## src/rtl/fact_arbiter_if.sv

```systemverilog
// Requester handshakes, shared response bus and accelerator bus of fact_arbiter.
// The master modport is the arbiter's view; slave is the clients plus the accelerator.
interface fact_arbiter_if;
  logic        req0_valid;
  logic [3:0]  req0_n;
  logic        req0_ready;
  logic        rsp0_valid;
  logic        rsp0_ready;
  logic        req1_valid;
  logic [3:0]  req1_n;
  logic        req1_ready;
  logic        rsp1_valid;
  logic        rsp1_ready;
  logic [31:0] rsp_result;
  logic        rsp_err;
  logic        rsp_timeout;
  logic [1:0]  fa_A;
  logic        fa_WE;
  logic [3:0]  fa_WD;
  logic [31:0] fa_RD;
  logic        busy;
  logic        owner;

  modport master (
    input  req0_valid, req0_n, rsp0_ready, req1_valid, req1_n, rsp1_ready, fa_RD,
    output req0_ready, rsp0_valid, req1_ready, rsp1_valid,
    output rsp_result, rsp_err, rsp_timeout, fa_A, fa_WE, fa_WD, busy, owner
  );

  modport slave (
    output req0_valid, req0_n, rsp0_ready, req1_valid, req1_n, rsp1_ready, fa_RD,
    input  req0_ready, rsp0_valid, req1_ready, rsp1_valid,
    input  rsp_result, rsp_err, rsp_timeout, fa_A, fa_WE, fa_WD, busy, owner
  );
endinterface

```

## src/rtl/fact_arbiter.sv

```systemverilog
// Two-requester round-robin arbiter that sequences one factorial accelerator:
// write n, pulse Go, poll status, read result, then answer the owning requester.
module fact_arbiter #(
  parameter int POLL_TIMEOUT = 255,
  parameter int CNT_W        = 8
) (
  input  logic          clk,
  input  logic          Rst,
  fact_arbiter_if.master bus
);
  typedef enum logic [2:0] {
    ST_IDLE   = 3'd0,
    ST_WR_N   = 3'd1,
    ST_WR_GO  = 3'd2,
    ST_POLL   = 3'd3,
    ST_RD_RES = 3'd4,
    ST_RESP   = 3'd5
  } state_t;

  state_t             state_r;
  logic               rr_r;
  logic               owner_r;
  logic               busy_r;
  logic [CNT_W-1:0]   cnt_r;
  logic [1:0]         fa_a_r;
  logic               fa_we_r;
  logic [3:0]         fa_wd_r;
  logic               rsp0_valid_r;
  logic               rsp1_valid_r;
  logic [31:0]        rsp_result_r;
  logic               rsp_err_r;
  logic               rsp_timeout_r;

  logic               sel_s;
  logic               grant_s;
  logic [3:0]         sel_n_s;
  logic               rsp_ready_s;

  // Requester selection; the round-robin pointer only matters when both ask.
  always_comb begin
    sel_s = 1'b0;
    if (bus.req0_valid && bus.req1_valid) begin
      sel_s = rr_r;
    end else if (bus.req1_valid) begin
      sel_s = 1'b1;
    end else begin
      sel_s = 1'b0;
    end
  end

  assign grant_s        = (state_r == ST_IDLE) && (bus.req0_valid || bus.req1_valid);
  assign sel_n_s        = sel_s ? bus.req1_n : bus.req0_n;
  assign rsp_ready_s    = owner_r ? bus.rsp1_ready : bus.rsp0_ready;
  assign bus.req0_ready = grant_s && !sel_s;
  assign bus.req1_ready = grant_s && sel_s;

  // Sequencer: every bus and response output is registered alongside the state.
  always_ff @(posedge clk or negedge Rst) begin
    if (!Rst) begin
      state_r       <= ST_IDLE;
      rr_r          <= 1'b0;
      owner_r       <= 1'b0;
      busy_r        <= 1'b0;
      cnt_r         <= {CNT_W{1'b0}};
      fa_a_r        <= 2'd0;
      fa_we_r       <= 1'b0;
      fa_wd_r       <= 4'd0;
      rsp0_valid_r  <= 1'b0;
      rsp1_valid_r  <= 1'b0;
      rsp_result_r  <= 32'd0;
      rsp_err_r     <= 1'b0;
      rsp_timeout_r <= 1'b0;
    end else begin
      case (state_r)
        ST_IDLE: begin
          if (grant_s) begin
            owner_r <= sel_s;
            busy_r  <= 1'b1;
            fa_a_r  <= 2'd0;
            fa_we_r <= 1'b1;
            fa_wd_r <= sel_n_s;
            state_r <= ST_WR_N;
          end
        end
        ST_WR_N: begin
          fa_a_r  <= 2'd1;
          fa_wd_r <= 4'b0001;
          state_r <= ST_WR_GO;
        end
        ST_WR_GO: begin
          fa_a_r  <= 2'd2;
          fa_we_r <= 1'b0;
          fa_wd_r <= 4'd0;
          cnt_r   <= {CNT_W{1'b0}};
          state_r <= ST_POLL;
        end
        ST_POLL: begin
          // Error outranks done; timeout only when neither bit is set.
          if (bus.fa_RD[1]) begin
            rsp_result_r  <= 32'd0;
            rsp_err_r     <= 1'b1;
            rsp_timeout_r <= 1'b0;
            fa_a_r        <= 2'd0;
            rsp0_valid_r  <= !owner_r;
            rsp1_valid_r  <= owner_r;
            state_r       <= ST_RESP;
          end else if (bus.fa_RD[0]) begin
            fa_a_r  <= 2'd3;
            state_r <= ST_RD_RES;
          end else if (cnt_r == CNT_W'(POLL_TIMEOUT - 1)) begin
            rsp_result_r  <= 32'd0;
            rsp_err_r     <= 1'b1;
            rsp_timeout_r <= 1'b1;
            fa_a_r        <= 2'd0;
            rsp0_valid_r  <= !owner_r;
            rsp1_valid_r  <= owner_r;
            state_r       <= ST_RESP;
          end else begin
            cnt_r <= cnt_r + {{(CNT_W-1){1'b0}}, 1'b1};
          end
        end
        ST_RD_RES: begin
          rsp_result_r  <= bus.fa_RD;
          rsp_err_r     <= 1'b0;
          rsp_timeout_r <= 1'b0;
          fa_a_r        <= 2'd0;
          rsp0_valid_r  <= !owner_r;
          rsp1_valid_r  <= owner_r;
          state_r       <= ST_RESP;
        end
        ST_RESP: begin
          if (rsp_ready_s) begin
            rsp0_valid_r <= 1'b0;
            rsp1_valid_r <= 1'b0;
            rr_r         <= !owner_r;
            busy_r       <= 1'b0;
            state_r      <= ST_IDLE;
          end
        end
        default: begin
          state_r      <= ST_IDLE;
          busy_r       <= 1'b0;
          fa_a_r       <= 2'd0;
          fa_we_r      <= 1'b0;
          fa_wd_r      <= 4'd0;
          rsp0_valid_r <= 1'b0;
          rsp1_valid_r <= 1'b0;
        end
      endcase
    end
  end

  assign bus.fa_A        = fa_a_r;
  assign bus.fa_WE       = fa_we_r;
  assign bus.fa_WD       = fa_wd_r;
  assign bus.rsp0_valid  = rsp0_valid_r;
  assign bus.rsp1_valid  = rsp1_valid_r;
  assign bus.rsp_result  = rsp_result_r;
  assign bus.rsp_err     = rsp_err_r;
  assign bus.rsp_timeout = rsp_timeout_r;
  assign bus.busy        = busy_r;
  assign bus.owner       = owner_r;
endmodule

```

## src/flat_wrapper.sv

```systemverilog
// flat-port wrapper written by rule: the top's interface ports become plain ports
module fact_arbiter_flat 
#(
  parameter int POLL_TIMEOUT = 255,
  parameter int CNT_W        = 8
)
  (clk, Rst, bus_req0_valid, bus_req0_n, bus_rsp0_ready, bus_req1_valid, bus_req1_n, bus_rsp1_ready, bus_fa_RD, bus_req0_ready, bus_rsp0_valid, bus_req1_ready, bus_rsp1_valid, bus_rsp_result, bus_rsp_err, bus_rsp_timeout, bus_fa_A, bus_fa_WE, bus_fa_WD, bus_busy, bus_owner);
  fact_arbiter_if bus_i ();
  input  logic clk;
  input  logic Rst;
  input wire logic [$bits(bus_i.req0_valid)-1:0] bus_req0_valid;
  input wire logic [$bits(bus_i.req0_n)-1:0] bus_req0_n;
  input wire logic [$bits(bus_i.rsp0_ready)-1:0] bus_rsp0_ready;
  input wire logic [$bits(bus_i.req1_valid)-1:0] bus_req1_valid;
  input wire logic [$bits(bus_i.req1_n)-1:0] bus_req1_n;
  input wire logic [$bits(bus_i.rsp1_ready)-1:0] bus_rsp1_ready;
  input wire logic [$bits(bus_i.fa_RD)-1:0] bus_fa_RD;
  output wire logic [$bits(bus_i.req0_ready)-1:0] bus_req0_ready;
  output wire logic [$bits(bus_i.rsp0_valid)-1:0] bus_rsp0_valid;
  output wire logic [$bits(bus_i.req1_ready)-1:0] bus_req1_ready;
  output wire logic [$bits(bus_i.rsp1_valid)-1:0] bus_rsp1_valid;
  output wire logic [$bits(bus_i.rsp_result)-1:0] bus_rsp_result;
  output wire logic [$bits(bus_i.rsp_err)-1:0] bus_rsp_err;
  output wire logic [$bits(bus_i.rsp_timeout)-1:0] bus_rsp_timeout;
  output wire logic [$bits(bus_i.fa_A)-1:0] bus_fa_A;
  output wire logic [$bits(bus_i.fa_WE)-1:0] bus_fa_WE;
  output wire logic [$bits(bus_i.fa_WD)-1:0] bus_fa_WD;
  output wire logic [$bits(bus_i.busy)-1:0] bus_busy;
  output wire logic [$bits(bus_i.owner)-1:0] bus_owner;
  assign bus_i.req0_valid = bus_req0_valid;
  assign bus_i.req0_n = bus_req0_n;
  assign bus_i.rsp0_ready = bus_rsp0_ready;
  assign bus_i.req1_valid = bus_req1_valid;
  assign bus_i.req1_n = bus_req1_n;
  assign bus_i.rsp1_ready = bus_rsp1_ready;
  assign bus_i.fa_RD = bus_fa_RD;
  assign bus_req0_ready = bus_i.req0_ready;
  assign bus_rsp0_valid = bus_i.rsp0_valid;
  assign bus_req1_ready = bus_i.req1_ready;
  assign bus_rsp1_valid = bus_i.rsp1_valid;
  assign bus_rsp_result = bus_i.rsp_result;
  assign bus_rsp_err = bus_i.rsp_err;
  assign bus_rsp_timeout = bus_i.rsp_timeout;
  assign bus_fa_A = bus_i.fa_A;
  assign bus_fa_WE = bus_i.fa_WE;
  assign bus_fa_WD = bus_i.fa_WD;
  assign bus_busy = bus_i.busy;
  assign bus_owner = bus_i.owner;
  fact_arbiter #(.POLL_TIMEOUT(POLL_TIMEOUT), .CNT_W(CNT_W)) u_core (.clk(clk), .Rst(Rst), .bus(bus_i));
endmodule
```

## config.mk

```make
export PLATFORM = sky130hd
export DESIGN_NAME = fact_arbiter_flat
export DESIGN_NICKNAME = d
export VERILOG_FILES = /design/src/rtl/fact_arbiter_if.sv /design/src/rtl/fact_arbiter.sv /design/src/flat_wrapper.sv
export SDC_FILE = /design/constraint.sdc
export NUM_CORES = 1
export LEC_CHECK = 0
export BUFFER_PORTS_ARGS = -buffer_cell sky130_fd_sc_hd__buf_2
export CORE_MARGIN = 1
export CORE_UTILIZATION = 45
export CTS_CLUSTER_DIAMETER = 150
export CTS_CLUSTER_SIZE = 24
export DETAILED_ROUTE_END_ITERATION = 10
export PLACE_DENSITY = 0.83
export SLEW_MARGIN = 40
export SYNTH_ARGS = -nofsm -noshare
export SYNTH_HDL_FRONTEND = slang
export SYNTH_SLANG_ARGS = --single-unit
```

## constraint.sdc

```tcl
create_clock -name clk -period 1.5 [get_ports clk]
set_input_delay 0.225 -clock clk [delete_from_list [all_inputs] [get_ports clk]]
set_output_delay 0.225 -clock clk [all_outputs]
set_load 0.01 [all_outputs]
```

* Yosys cells after proc, flatten, opt, wreduce, memory -nomap -nowiden
Cells that the tools add are included.
** Word-level totals
- Register bits after elaboration :: 57
- Input bits :: 46
- Output and inout bits :: 47
- Logic and storage cells :: 100
** Operators by class
- $add $sub $neg :: 1
- Eq/ne operators :: 14
- Mux-type cells :: 43
- Bitwise logic cells :: 5
- Reductions and logical operators :: 24
** Operator list (count)
- 32-bit 2-to-1 mux :: 3
- 32-bit one-hot mux with 2 select lines :: 1
- 8-bit 2-to-1 mux :: 3
- 3-bit one-hot mux with 6 select lines :: 1
- 8-bit one-hot mux with 2 select lines :: 1
- 1-bit 2-to-1 mux :: 15
- 3-bit 2-to-1 mux :: 5
- 4-bit one-hot mux with 3 select lines :: 1
- 3-bit AND reduction :: 4
- 2-bit one-hot mux with 5 select lines :: 1
- 8-bit by 1-bit adder with 8-bit output, second input constant :: 1
- 8-bit == test, second input constant :: 1
- 2-bit 2-to-1 mux :: 4
- 4-bit 2-to-1 mux :: 2
- 1-bit one-hot mux with 4 select lines :: 2
- 2-bit AND reduction :: 4
- 4-bit AND reduction :: 2
- 4-bit OR reduction :: 2
- 3-bit by 2-bit == test with 1-bit output, second input constant :: 2
- 3-bit == test, second input constant :: 2
- 2-bit != test, second input constant :: 3
- 1-bit one-hot mux with 2 select lines :: 3
- 3-bit OR reduction :: 2
- 1-bit NOT :: 5
- 11 further kinds :: 17

* Logic depth before layout (Yosys ltp)
- Depth after elaboration :: 5
- Depth in mapped cells :: 8

* Worst setup path after synthesis
No wires, ideal clock.
- Kind :: register to output
- Start :: register u_core.state_r[1]
- End :: output port bus_req0_ready
- Arrival :: 1427 ps
- Data required time :: 1275 ps
- Slack :: -152 ps
- Cell stages (with the launch flop) :: 5
- Cells stage by stage :: dfrtp_1 > clkbuf_1 > or3_1 > clkbuf_1 > a211oi_1
** Between the ends
- Longest elaborated chain between the ends :: 3
** RTL lines
- from (decl) :: line fact_arbiter.sv:20 : state_t state_r;
- from (signal assigned) :: line fact_arbiter.sv:60 : state_r <= ST_IDLE;
- from (signal assigned) :: line fact_arbiter.sv:82 : state_r <= ST_WR_N;
- from (signal assigned) :: line fact_arbiter.sv:88 : state_r <= ST_WR_GO;
- 3-bit logical NOT :: line fact_arbiter.sv:51 : assign grant_s = (state_r == ST_IDLE) && (bus.req0_valid || bus.req1_valid);
- 1-bit logical AND :: line fact_arbiter.sv:51
- 1-bit logical AND :: line fact_arbiter.sv:54 : assign bus.req0_ready = grant_s && !sel_s;
- to (decl) :: line flat_wrapper.sv:18 : output wire logic [$bits(bus_i.req0_ready)-1:0] bus_req0_ready;
No other way between the ends.

* Worst setup path after layout
- Start :: register u_core.state_r[2]
- End :: output port bus_req0_ready
Same word-level chain as after synthesis.

==> metrics <==
status=complete, but fails checks; violated checks=negative setup slack; Die Ht=78.1 um; num rows=27; Inst Count DP=410; Worst Path Class, Setup=flip-flop to output port; Worst Slack Setup Final=-0.266 ns; IR drop worst, VDD=924 uV; final hold violations=0; IO buf count=92; Max Clock Freq=566 MHz; first-pass GRT wire length=11.6 mm; pwr/cell area=2030 nW/um2; core area=5540 um2; switching pwr=0.00303 W; CTS max path bufs=2; # diodes=0; total power=0.00806 W; post-synthesis cell area=2600 um2; Hold Startpoint=bus_fa_RD[29]; critical register-to-register path startpoint=u_core.state_r[2]; Post-Syn Nets=277; DRT iter0 DRCs=140; switching power share of the total=37.6%; WL/cell=17.8 um; crit share post-route=118%; Initial Util=47.0%; number of synthesized flops with an enable pin=0; Post-synth ARST share=100%; critical path launch point=u_core.state_r[2]; Min Clock Period, post-route=1.77 ns; Post-DRT Antenna Nets=0; Die W=78.1 um; Distinct cells, synth=47; DR vias=2490; layout cells sized above 1=53.0%; gr usage total=25.1%; combinational share of power=49.7%; register area share after synthesis=54.8%; Layout area overhead=52.2%; syn_area_per_cell=11.4 um2; crit path capture type=output port; DP Worst Slack=-0.0959 ns; GRT overflow=0; Area contributors post-synth=dfrtp_1 (55%), a22o_1 (11%), mux2i_1 (2.7%); non-filler cells, final=440; Root Buffer=clkbuf_8; main flop type after synthesis=dfrtp_1; drt drc=0; number of CTS-inserted buffers=9; final core occ=71.5%; FF+latch count, synth=57; critical path data arrival time=1.54 ns; DR pass1 iterations=4; cell taking the most area after synthesis=dfrtp_1; initial antenna violation count=0; sequential share of power=30.8%; CTS H-tree depth=3; RSZ-0062 raised after global routing=true; hold crit path type=input pin to flip-flop; Final Skew=0.00829 ns; latest clock arrival within the worst-skew pair=0.34 ns; yosys warns=0; Crit Path Max Fanout=5; vias in the first global route=2377; Detailed Route WL=7.81 mm; # nets final=411; slew margin rel.=77.0%; Top Ports=93; final setup fails=51; Worst-path clk slew=0.07 ns; fin. max-slew vios=0; Hold WS=0.107 ns; Leak=2.00 nW; clock network power share=19.5%; worst path required time=1.27 ns; routability cong.=0.862; Setup crit start kind=flip-flop; largest net degree at the start of global routing=58; full die area=6090 um2; Mapped Cells=229; slew at the pin with the worst max-slew slack=0.344 ns; Max Cap Viol=0; top-count cell post-synth=dfrtp_1; DP HPWL=4.51 mm; top cell type's share of synthesized area=54.8%; CTS Sinks=57; CTS tree=yes; top post-synthesis cells by count=dfrtp_1 (57), a22o_1 (33), nand2_1 (12), a21oi_1 (11), nor2_1 (11); number of vias per cell=5.66; Pint=0.00503 W
==> routing by layer <==
metal  vias to the layer above  global-route usage, %  share of wire, %
li1                       1125                      -                 -
met1                      1239                   30.7                41
met2                       111                   41.7                51
met3                        15                   7.33               7.2
met4                         0                   9.63               1.5
met5                         -                      0                 0
==> metrics by stage <==
stage	TNS, ns	instance area [um2]
global route	-11.91	3960
global placement	-1.47	3340
detailed placement	-3.02	3340
floorplan	-3.90	2620
CTS	-7.78	3730
finish	-9.57	3960
==> timing repair <==
item,CTS,global route
pin swaps,8,12
hold buffers,1,0
endpoints found under the hold margin,57,0
buffers inserted,8,5
gates resized for setup,24,37
endpoints found under the setup margin,46,53
gates cloned,1,1
==> path summary, 6_finish.rpt <==
| check | slack [ns] | cells past startpoint | to |
|---|---|---|---|
| min in group asynchronous | 0.43 | 3 | u_core.bus.rsp_result[27] |
| max in group asynchronous | 0.81 | 3 | u_core.state_r[0] |
| setup reg to reg | -0.25 | 7 | u_core.bus.rsp_result[3] |
| hold reg to reg | 0.50 | 1 | u_core.bus.rsp_result[22] |
| hold / removal | 0.11 | 2 | u_core.bus.rsp_result[29] |
| setup / recovery | -0.27 | 4 | bus_req0_ready |
==> layout make-up <==
cell class	count	area (um2)
Tap cell	72	90.1
Timing Repair Buffer	138	913
Clock buffer	10	128
Inverter	7	30.0
Sequential cell	57	1430
Fill cell	365	1580
Clock inverter	6	82.6
Multi-Input combinational cell	150	1290
==> worst max-delay path, stage by stage, from the launching register on <==
cell      delay (ns)
dfrtp_2         0.42
buf_6           0.12
or3_4           0.36
a211oi_2        0.15
buf_2           0.16
==> registers in the layout (all words and copies together), names as in the netlist, 2 cells and up <==
| name | cells |
|---|---|
| u_core.bus.rsp_result | 32 |
| u_core.cnt_r | 8 |
| u_core.bus.fa_WD | 4 |
| u_core.state_r | 3 |
| u_core.bus.fa_A | 2 |
==> cell usage in the layout (no fill, tap or decap), types with 3 or more instances in the layout <==
cell / count
clkinv_2: 3
xor2_1: 4
a21oi_1: 7
buf_12: 3
nand4_1: 3
mux2i_1: 7
buf_6: 8
inv_1: 4
o31ai_4: 4
dfrtp_2: 3
o21ai_0: 4
clkbuf_8: 9
nand2_1: 10
dfrtp_1: 54
o21ai_2: 4
buf_4: 32
a22o_1: 33
o21ai_1: 8
buf_2: 92
nor2_1: 10
==> kinds of logic (layout without fill, tap and decap cells) <==
group,after synthesis,in the layout,synth area share (%)
AOI/OAI and AO/OA,79,79,22.1
xor gates and xnor gates,4,4,1.35
adders and majority gates,2,2,0.961
buffers and inverters,22,161,4.56
DFF,57,57,54.8
muxes,9,9,3.56
and+or+nand+nor,56,56,12.7
==> power groups by stage <==
stage | Combinational, W | Sequential [W] | Clock (W)
after global routing | 0.00427 | 0.00254 | 0.00166
after detailed placement | 0.00295 | 0.00250 | 0
after CTS | 0.00344 | 0.00244 | 0.00157
after floorplan | 0.00155 | 0.00273 | 0
after global placement | 0.00284 | 0.00251 | 0
final | 0.00401 | 0.00248 | 0.00157
Note: power is estimated with default switching activity, not from simulation.
